`src/rtl/ascon_pkg.sv`:
```
// ascon_pkg: core stream widths, bdi/bdo type codes and arbiter state encoding.
// Shared by the arbiter, its round-robin picker and any client of the core.
package ascon_pkg;
    localparam int CCW  = 32;
    localparam int CCSW = 32;
    localparam logic [3:0] D_NULL  = 4'd0;
    localparam logic [3:0] D_NONCE = 4'd1;
    localparam logic [3:0] D_AD    = 4'd2;
    localparam logic [3:0] D_PTCT  = 4'd3;
    localparam logic [3:0] D_TAG   = 4'd4;
    localparam logic [3:0] D_HASH  = 4'd5;
    typedef enum logic {ARB_IDLE, ARB_BUSY} arb_state_t;
    // An operation opens with a key word, a nonce word, or (hash only) an AD word.
    function automatic logic op_start(input logic key_valid, input logic bdi_valid,
                                      input logic [3:0] bdi_type, input logic hash);
        return key_valid | (bdi_valid & ((bdi_type == D_NONCE) | ((bdi_type == D_AD) & hash)));
    endfunction
endpackage

```
`src/rtl/ascon_arbiter_rr_pick.sv`:
```
// rr_pick: combinational one-hot round-robin selector.
// The first requester at or after ptr_i (wrapping) wins; zero when nobody requests.
module rr_pick #(
    parameter int NUM_REQ = 2,
    parameter int PW      = 1
) (
    input  logic [NUM_REQ-1:0] req_i,
    input  logic [PW-1:0]      ptr_i,
    output logic [NUM_REQ-1:0] gnt_o
);
    // Walk offsets from farthest to nearest so the nearest requester overwrites.
    always_comb begin
        gnt_o = '0;
        for (int k = NUM_REQ - 1; k >= 0; k--) begin
            if (req_i[(int'(ptr_i) + k) % NUM_REQ]) begin
                gnt_o = '0;
                gnt_o[(int'(ptr_i) + k) % NUM_REQ] = 1'b1;
            end
        end
    end
endmodule

```
`src/rtl/ascon_arbiter.sv`:
```
// ascon_arbiter: lends one shared ascon_core to one of NUM_REQ requesters per whole operation.
// Round-robin fair; define ASCON_ARB_STATS_EN to add per-requester completed-op counters (op_cnt).
module ascon_arbiter
    import ascon_pkg::*;
#(
    parameter int NUM_REQ = 2
) (
    input  logic                    clk,
    input  logic                    rst,
    input  logic [NUM_REQ*CCSW-1:0] r_key,
    input  logic [NUM_REQ-1:0]      r_key_valid,
    output logic [NUM_REQ-1:0]      r_key_ready,
    input  logic [NUM_REQ*CCW-1:0]  r_bdi,
    input  logic [NUM_REQ-1:0]      r_bdi_valid,
    output logic [NUM_REQ-1:0]      r_bdi_ready,
    input  logic [NUM_REQ*4-1:0]    r_bdi_type,
    input  logic [NUM_REQ-1:0]      r_bdi_eot,
    input  logic [NUM_REQ-1:0]      r_bdi_eoi,
    input  logic [NUM_REQ-1:0]      r_decrypt,
    input  logic [NUM_REQ-1:0]      r_hash,
    output logic [NUM_REQ*CCW-1:0]  r_bdo,
    output logic [NUM_REQ-1:0]      r_bdo_valid,
    input  logic [NUM_REQ-1:0]      r_bdo_ready,
    output logic [NUM_REQ*4-1:0]    r_bdo_type,
    output logic [NUM_REQ-1:0]      r_bdo_eot,
    output logic [NUM_REQ-1:0]      r_auth,
    output logic [NUM_REQ-1:0]      r_auth_valid,
    input  logic [NUM_REQ-1:0]      r_auth_ready,
    output logic [CCSW-1:0]         c_key,
    output logic                    c_key_valid,
    input  logic                    c_key_ready,
    output logic [CCW-1:0]          c_bdi,
    output logic                    c_bdi_valid,
    input  logic                    c_bdi_ready,
    output logic [3:0]              c_bdi_type,
    output logic                    c_bdi_eot,
    output logic                    c_bdi_eoi,
    output logic                    c_decrypt,
    output logic                    c_hash,
    input  logic [CCW-1:0]          c_bdo,
    input  logic                    c_bdo_valid,
    output logic                    c_bdo_ready,
    input  logic [3:0]              c_bdo_type,
    input  logic                    c_bdo_eot,
    input  logic                    c_auth,
    input  logic                    c_auth_valid,
    output logic                    c_auth_ready,
    output logic [NUM_REQ-1:0]      grant
`ifdef ASCON_ARB_STATS_EN
    ,
    output logic [NUM_REQ*16-1:0]   op_cnt
`endif
);
    localparam int PW = NUM_REQ > 1 ? $clog2(NUM_REQ) : 1;
    arb_state_t state_q, state_d;
    logic [PW-1:0] owner_q, owner_d, ptr_q, ptr_d;
    logic [NUM_REQ-1:0] req, pick, sel;
    logic busy, release_op;
    always_comb begin
        req = '0;
        for (int i = 0; i < NUM_REQ; i++)
            req[i] = op_start(r_key_valid[i], r_bdi_valid[i], r_bdi_type[i*4 +: 4], r_hash[i]);
    end
    rr_pick #(.NUM_REQ(NUM_REQ), .PW(PW)) u_pick (.req_i(req), .ptr_i(ptr_q), .gnt_o(pick));
    assign busy = state_q == ARB_BUSY;
    always_comb begin
        sel = '0;
        if (busy) sel[owner_q] = 1'b1;
    end
    assign grant = sel;
    always_comb begin
        c_key        = '0;
        c_key_valid  = 1'b0;
        c_bdi        = '0;
        c_bdi_valid  = 1'b0;
        c_bdi_type   = D_NULL;
        c_bdi_eot    = 1'b0;
        c_bdi_eoi    = 1'b0;
        c_decrypt    = 1'b0;
        c_hash       = 1'b0;
        c_bdo_ready  = 1'b0;
        c_auth_ready = 1'b0;
        for (int i = 0; i < NUM_REQ; i++) begin
            if (sel[i]) begin
                c_key        = r_key[i*CCSW +: CCSW];
                c_key_valid  = r_key_valid[i];
                c_bdi        = r_bdi[i*CCW +: CCW];
                c_bdi_valid  = r_bdi_valid[i];
                c_bdi_type   = r_bdi_type[i*4 +: 4];
                c_bdi_eot    = r_bdi_eot[i];
                c_bdi_eoi    = r_bdi_eoi[i];
                c_decrypt    = r_decrypt[i];
                c_hash       = r_hash[i];
                c_bdo_ready  = r_bdo_ready[i];
                c_auth_ready = r_auth_ready[i];
            end
        end
    end
    // Core outputs reach the owner only; c_auth_valid lingers in the core after verify, so it is gated too.
    always_comb begin
        r_bdo = '0;
        r_bdo_type = '0;
        for (int i = 0; i < NUM_REQ; i++) begin
            r_key_ready[i]          = sel[i] & c_key_ready;
            r_bdi_ready[i]          = sel[i] & c_bdi_ready;
            r_bdo[i*CCW +: CCW]     = sel[i] ? c_bdo : '0;
            r_bdo_valid[i]          = sel[i] & c_bdo_valid;
            r_bdo_type[i*4 +: 4]    = sel[i] ? c_bdo_type : D_NULL;
            r_bdo_eot[i]            = sel[i] & c_bdo_eot;
            r_auth[i]               = sel[i] & c_auth;
            r_auth_valid[i]         = sel[i] & c_auth_valid;
        end
    end
    assign release_op = busy & ((c_bdo_valid & c_bdo_ready & c_bdo_eot &
                                 ((c_bdo_type == D_TAG) | (c_bdo_type == D_HASH))) |
                                (c_auth_valid & c_auth_ready));
    always_comb begin
        state_d = state_q;
        owner_d = owner_q;
        ptr_d   = ptr_q;
        if (!busy && |req) begin
            state_d = ARB_BUSY;
            for (int i = 0; i < NUM_REQ; i++)
                if (pick[i]) owner_d = PW'(i);
        end else if (release_op) begin
            state_d = ARB_IDLE;
            ptr_d   = owner_q == PW'(NUM_REQ - 1) ? '0 : owner_q + PW'(1);
        end
    end
    always_ff @(posedge clk) begin
        if (rst) begin
            state_q <= ARB_IDLE;
            owner_q <= '0;
            ptr_q   <= '0;
        end else begin
            state_q <= state_d;
            owner_q <= owner_d;
            ptr_q   <= ptr_d;
        end
    end
`ifdef ASCON_ARB_STATS_EN
    logic [NUM_REQ*16-1:0] cnt_q;
    always_ff @(posedge clk) begin
        for (int i = 0; i < NUM_REQ; i++) begin
            if (rst)
                cnt_q[i*16 +: 16] <= '0;
            else if (release_op && sel[i] && cnt_q[i*16 +: 16] != 16'hFFFF)
                cnt_q[i*16 +: 16] <= cnt_q[i*16 +: 16] + 16'd1;
        end
    end
    assign op_cnt = cnt_q;
`endif
endmodule

```
`config.mk`:
```
export PLATFORM = sky130hd
export DESIGN_NAME = ascon_arbiter
export DESIGN_NICKNAME = d
export VERILOG_FILES = /design/src/rtl/ascon_pkg.sv /design/src/rtl/ascon_arbiter_rr_pick.sv /design/src/rtl/ascon_arbiter.sv
export SDC_FILE = /design/constraint.sdc
export NUM_CORES = 1
export LEC_CHECK = 0
export CORE_AREA = 5 5 136 138
export DETAILED_ROUTE_END_ITERATION = 7
export DIE_AREA = 0 0 141 143
export PLACE_DENSITY = 0.56
export SYNTH_ARGS = -nofsm -noshare
export SYNTH_HDL_FRONTEND = slang
export SYNTH_SLANG_ARGS = --single-unit
```
`constraint.sdc`:
```
create_clock -name clk -period 1.41 [get_ports clk]
set_input_delay 0.2115 -clock clk [delete_from_list [all_inputs] [get_ports clk]]
set_output_delay 0.2115 -clock clk [all_outputs]
set_load 0.01 [all_outputs]
```
==> impl_metrics.json <==
{
  "place_ws_ps": -650,
  "cp.required_ps": 1520,
  "grt_pass1_vias": 4118,
  "cp-end-kind": "flip-flop",
  "clk_latency_ps": 220,
  "grt_overflow_total": 0,
  "rows": 48,
  "drtIter0Drc": 88,
  "root_buffer": "clkbuf_16",
  "fin_skew_ps": 2.71,
  "violations": "negative setup slack",
  "finalWorstSetupSlack_ps": -300,
  "clock.fmax_mhz": 585,
  "post-route-period-util": 1.21,
  "drv_slew": 0,
  "nets": 907,
  "hp-class": "reg2reg",
  "setup-tns-final_ps": -30680,
  "rsz0062_at_grt": "true",
  "min_period_ps": 1710,
  "grt_use_total": 0.148,
  "dieArea_sq_mm": 0.0202,
  "antenna_found_initial": 0,
  "wl_mm": 16.6,
  "synth_nets": 495,
  "slew_headroom": 0.784,
  "synthCells": 299,
  "grt_pass1_wl_mm": 23.5,
  "drc": 0,
  "syn_avg_cell_area_sq_um": 6.53,
  "ys_seq_elements": 3,
  "cp-start-kind": "flip-flop",
  "place_inst": 882,
  "n_antenna_cell": 0,
  "cts.sinks": 3,
  "instances_no_fill": 935,
  "arrival_ps": 1820,
  "initial_core_util": 0.115,
  "ys_types": 22,
  "wl_per_cell_um": 17.8,
  "finalHoldViolCount": 0,
  "drtPass1Iterations": 4,
  "p_leak_nw": 3.20,
  "critPathKind": "reg2reg",
  "synth-seq-area-share": 0.0307,
  "num_io_pins": 358,
  "syn_area_sq_mm": 0.00195,
  "cts_max_path_buffers": 2,
  "finalSetupViolCount": 164,
  "crit_fanout": 7,
  "antenna_left": 0,
  "power_density_mw_per_mm2": 429,
  "cts_tree": "yes",
  "gp_congestion": 0.881,
  "syn2layout_area_growth_pct": 247,
  "clkTransAtPathRegs_ps": 30,
  "io_buffers": 357,
  "grt_max_degree": 69,
  "yosysWarnings": 0,
  "hold_slack_ps": 558,
  "status": "finished, violations left",
  "vias": 3897,
  "core_area_sq_mm": 0.0171,
  "dpl.hpwl_mm": 12.3,
  "ctsHoldBuffers": 0,
  "die_w_um": 141,
  "drive_above_1_share": 0.435,
  "cts_made_buffers": 3,
  "ir_worst_vdd_mv": 0.250,
  "total_power_mw": 2.90,
  "vias_per_cell": 4.17,
  "h-tree-depth": 1,
  "die_h_um": 143,
  "max_slew.worst_pin.slew_ps": 320,
  "cap_viol_max_count": 0
}
logic make-up after synthesis:
family	count (synthesis)	share of synthesized area
and+or+nand+nor	174	0.457
DFF	3	0.0308
buffers and inverters	38	0.0878
AOI/OAI and AO/OA	7	0.0269
muxes	77	0.397
layer usage:
layer	global-route usage	vias to the layer above	wire length [um]
met3	0.0476	29	1700
met1	0.143	1749	5580
met5	0	-	0
met2	0.300	240	8930
met4	0.0418	0	424
li1	-	1879	-
area by class of cell:
| class | count | area (sq um) |
|---|---|---|
| fill | 1718 | 10300 |
| timing repair buffer | 442 | 4330 |
| multi-input combinational | 258 | 2000 |
| tap | 225 | 282 |
| clock buffer | 4 | 78.8 |
| sequential | 3 | 65.1 |
| inverter | 3 | 15.0 |
through the flow:
stage,utilization,area [sq um]
finish,0.397,6770
global route,0.397,6770
CTS,0.373,6360
detailed placement,0.353,6020
global placement,0.353,6020
floorplan,-,1950
worst max-delay path, cell delays in order (launching register included):
cell	delay, ps
dfxtp_4	390
buf_12	130
buf_16	130
mux2i_2	220
nor2_2	80
buf_6	120
a32o_2	230
mux2_4	290
path summary, 6_finish.rpt:
path | slack (ps) | startpoint | end | depth (start not counted)
setup / recovery | -300 | owner_q | ptr_q | 7
setup reg to reg | -300 | owner_q | ptr_q | 7
hold reg to reg | 560 | ptr_q | owner_q | 2
hold / removal | 560 | ptr_q | owner_q | 2
state kept, by name, summed over array words and instances, names as in the netlist:
| name | count |
|---|---|
| owner_q | 1 |
| busy | 1 |
| ptr_q | 1 |
synth_stat cells:
library cell  instances  area share
and3_1               84        0.27
nor2_1               81        0.16
mux2i_1              76        0.39
clkbuf_1             21       0.040
buf_4                 6       0.023
buf_2                 4       0.010
a21oi_1               3      0.0077
buf_1                 3      0.0058
dfxtp_1               3       0.031
nor2b_1               3      0.0096
and3b_1               2      0.0090
inv_1                 2      0.0038
nor3_1                2      0.0051
a32o_1                1      0.0051
clkbuf_2              1      0.0026
inv_2                 1      0.0019
mux2_4                1      0.0077
nor4bb_1              1      0.0051
o2111a_1              1      0.0058
o211ai_1              1      0.0038
o32ai_1               1      0.0045
or4_1                 1      0.0038
cells in the final DEF, fill, tap and decap left out, types with 2 or more instances in the layout:
| cell | instances |
|---|---|
| buf_6 | 60 |
| nor2_1 | 80 |
| dlymetal6s2s_1 | 5 |
| clkdlybuf4s50_1 | 189 |
| buf_2 | 115 |
| mux2i_2 | 8 |
| and3b_1 | 2 |
| clkbuf_16 | 3 |
| buf_16 | 13 |
| mux2i_4 | 2 |
| a21oi_1 | 3 |
| mux2i_1 | 66 |
| buf_8 | 11 |
| buf_12 | 19 |
| and3_1 | 44 |
| nor2b_1 | 2 |
| and3_4 | 40 |
| buf_4 | 22 |
| dlygate4sd2_1 | 3 |
| clkbuf_2 | 4 |
power breakdown:
part / switching, mW / total [mW] / internal (mW)
registers: 0.0114 / 0.104 / 0.0926
logic: 0.921 / 2.35 / 1.42
clock network: 0.0801 / 0.454 / 0.373
total: 1.01 / 2.90 / 1.89
what timing repair did:
item | CTS | global route
gates cloned | 13 | 1
setup buffers | 32 | 17
resized for setup | 699 | 123
setup endpoints to repair | 165 | 165
pin swaps | 12 | 24
No activity file was read; power rests on OpenSTA's default activity.
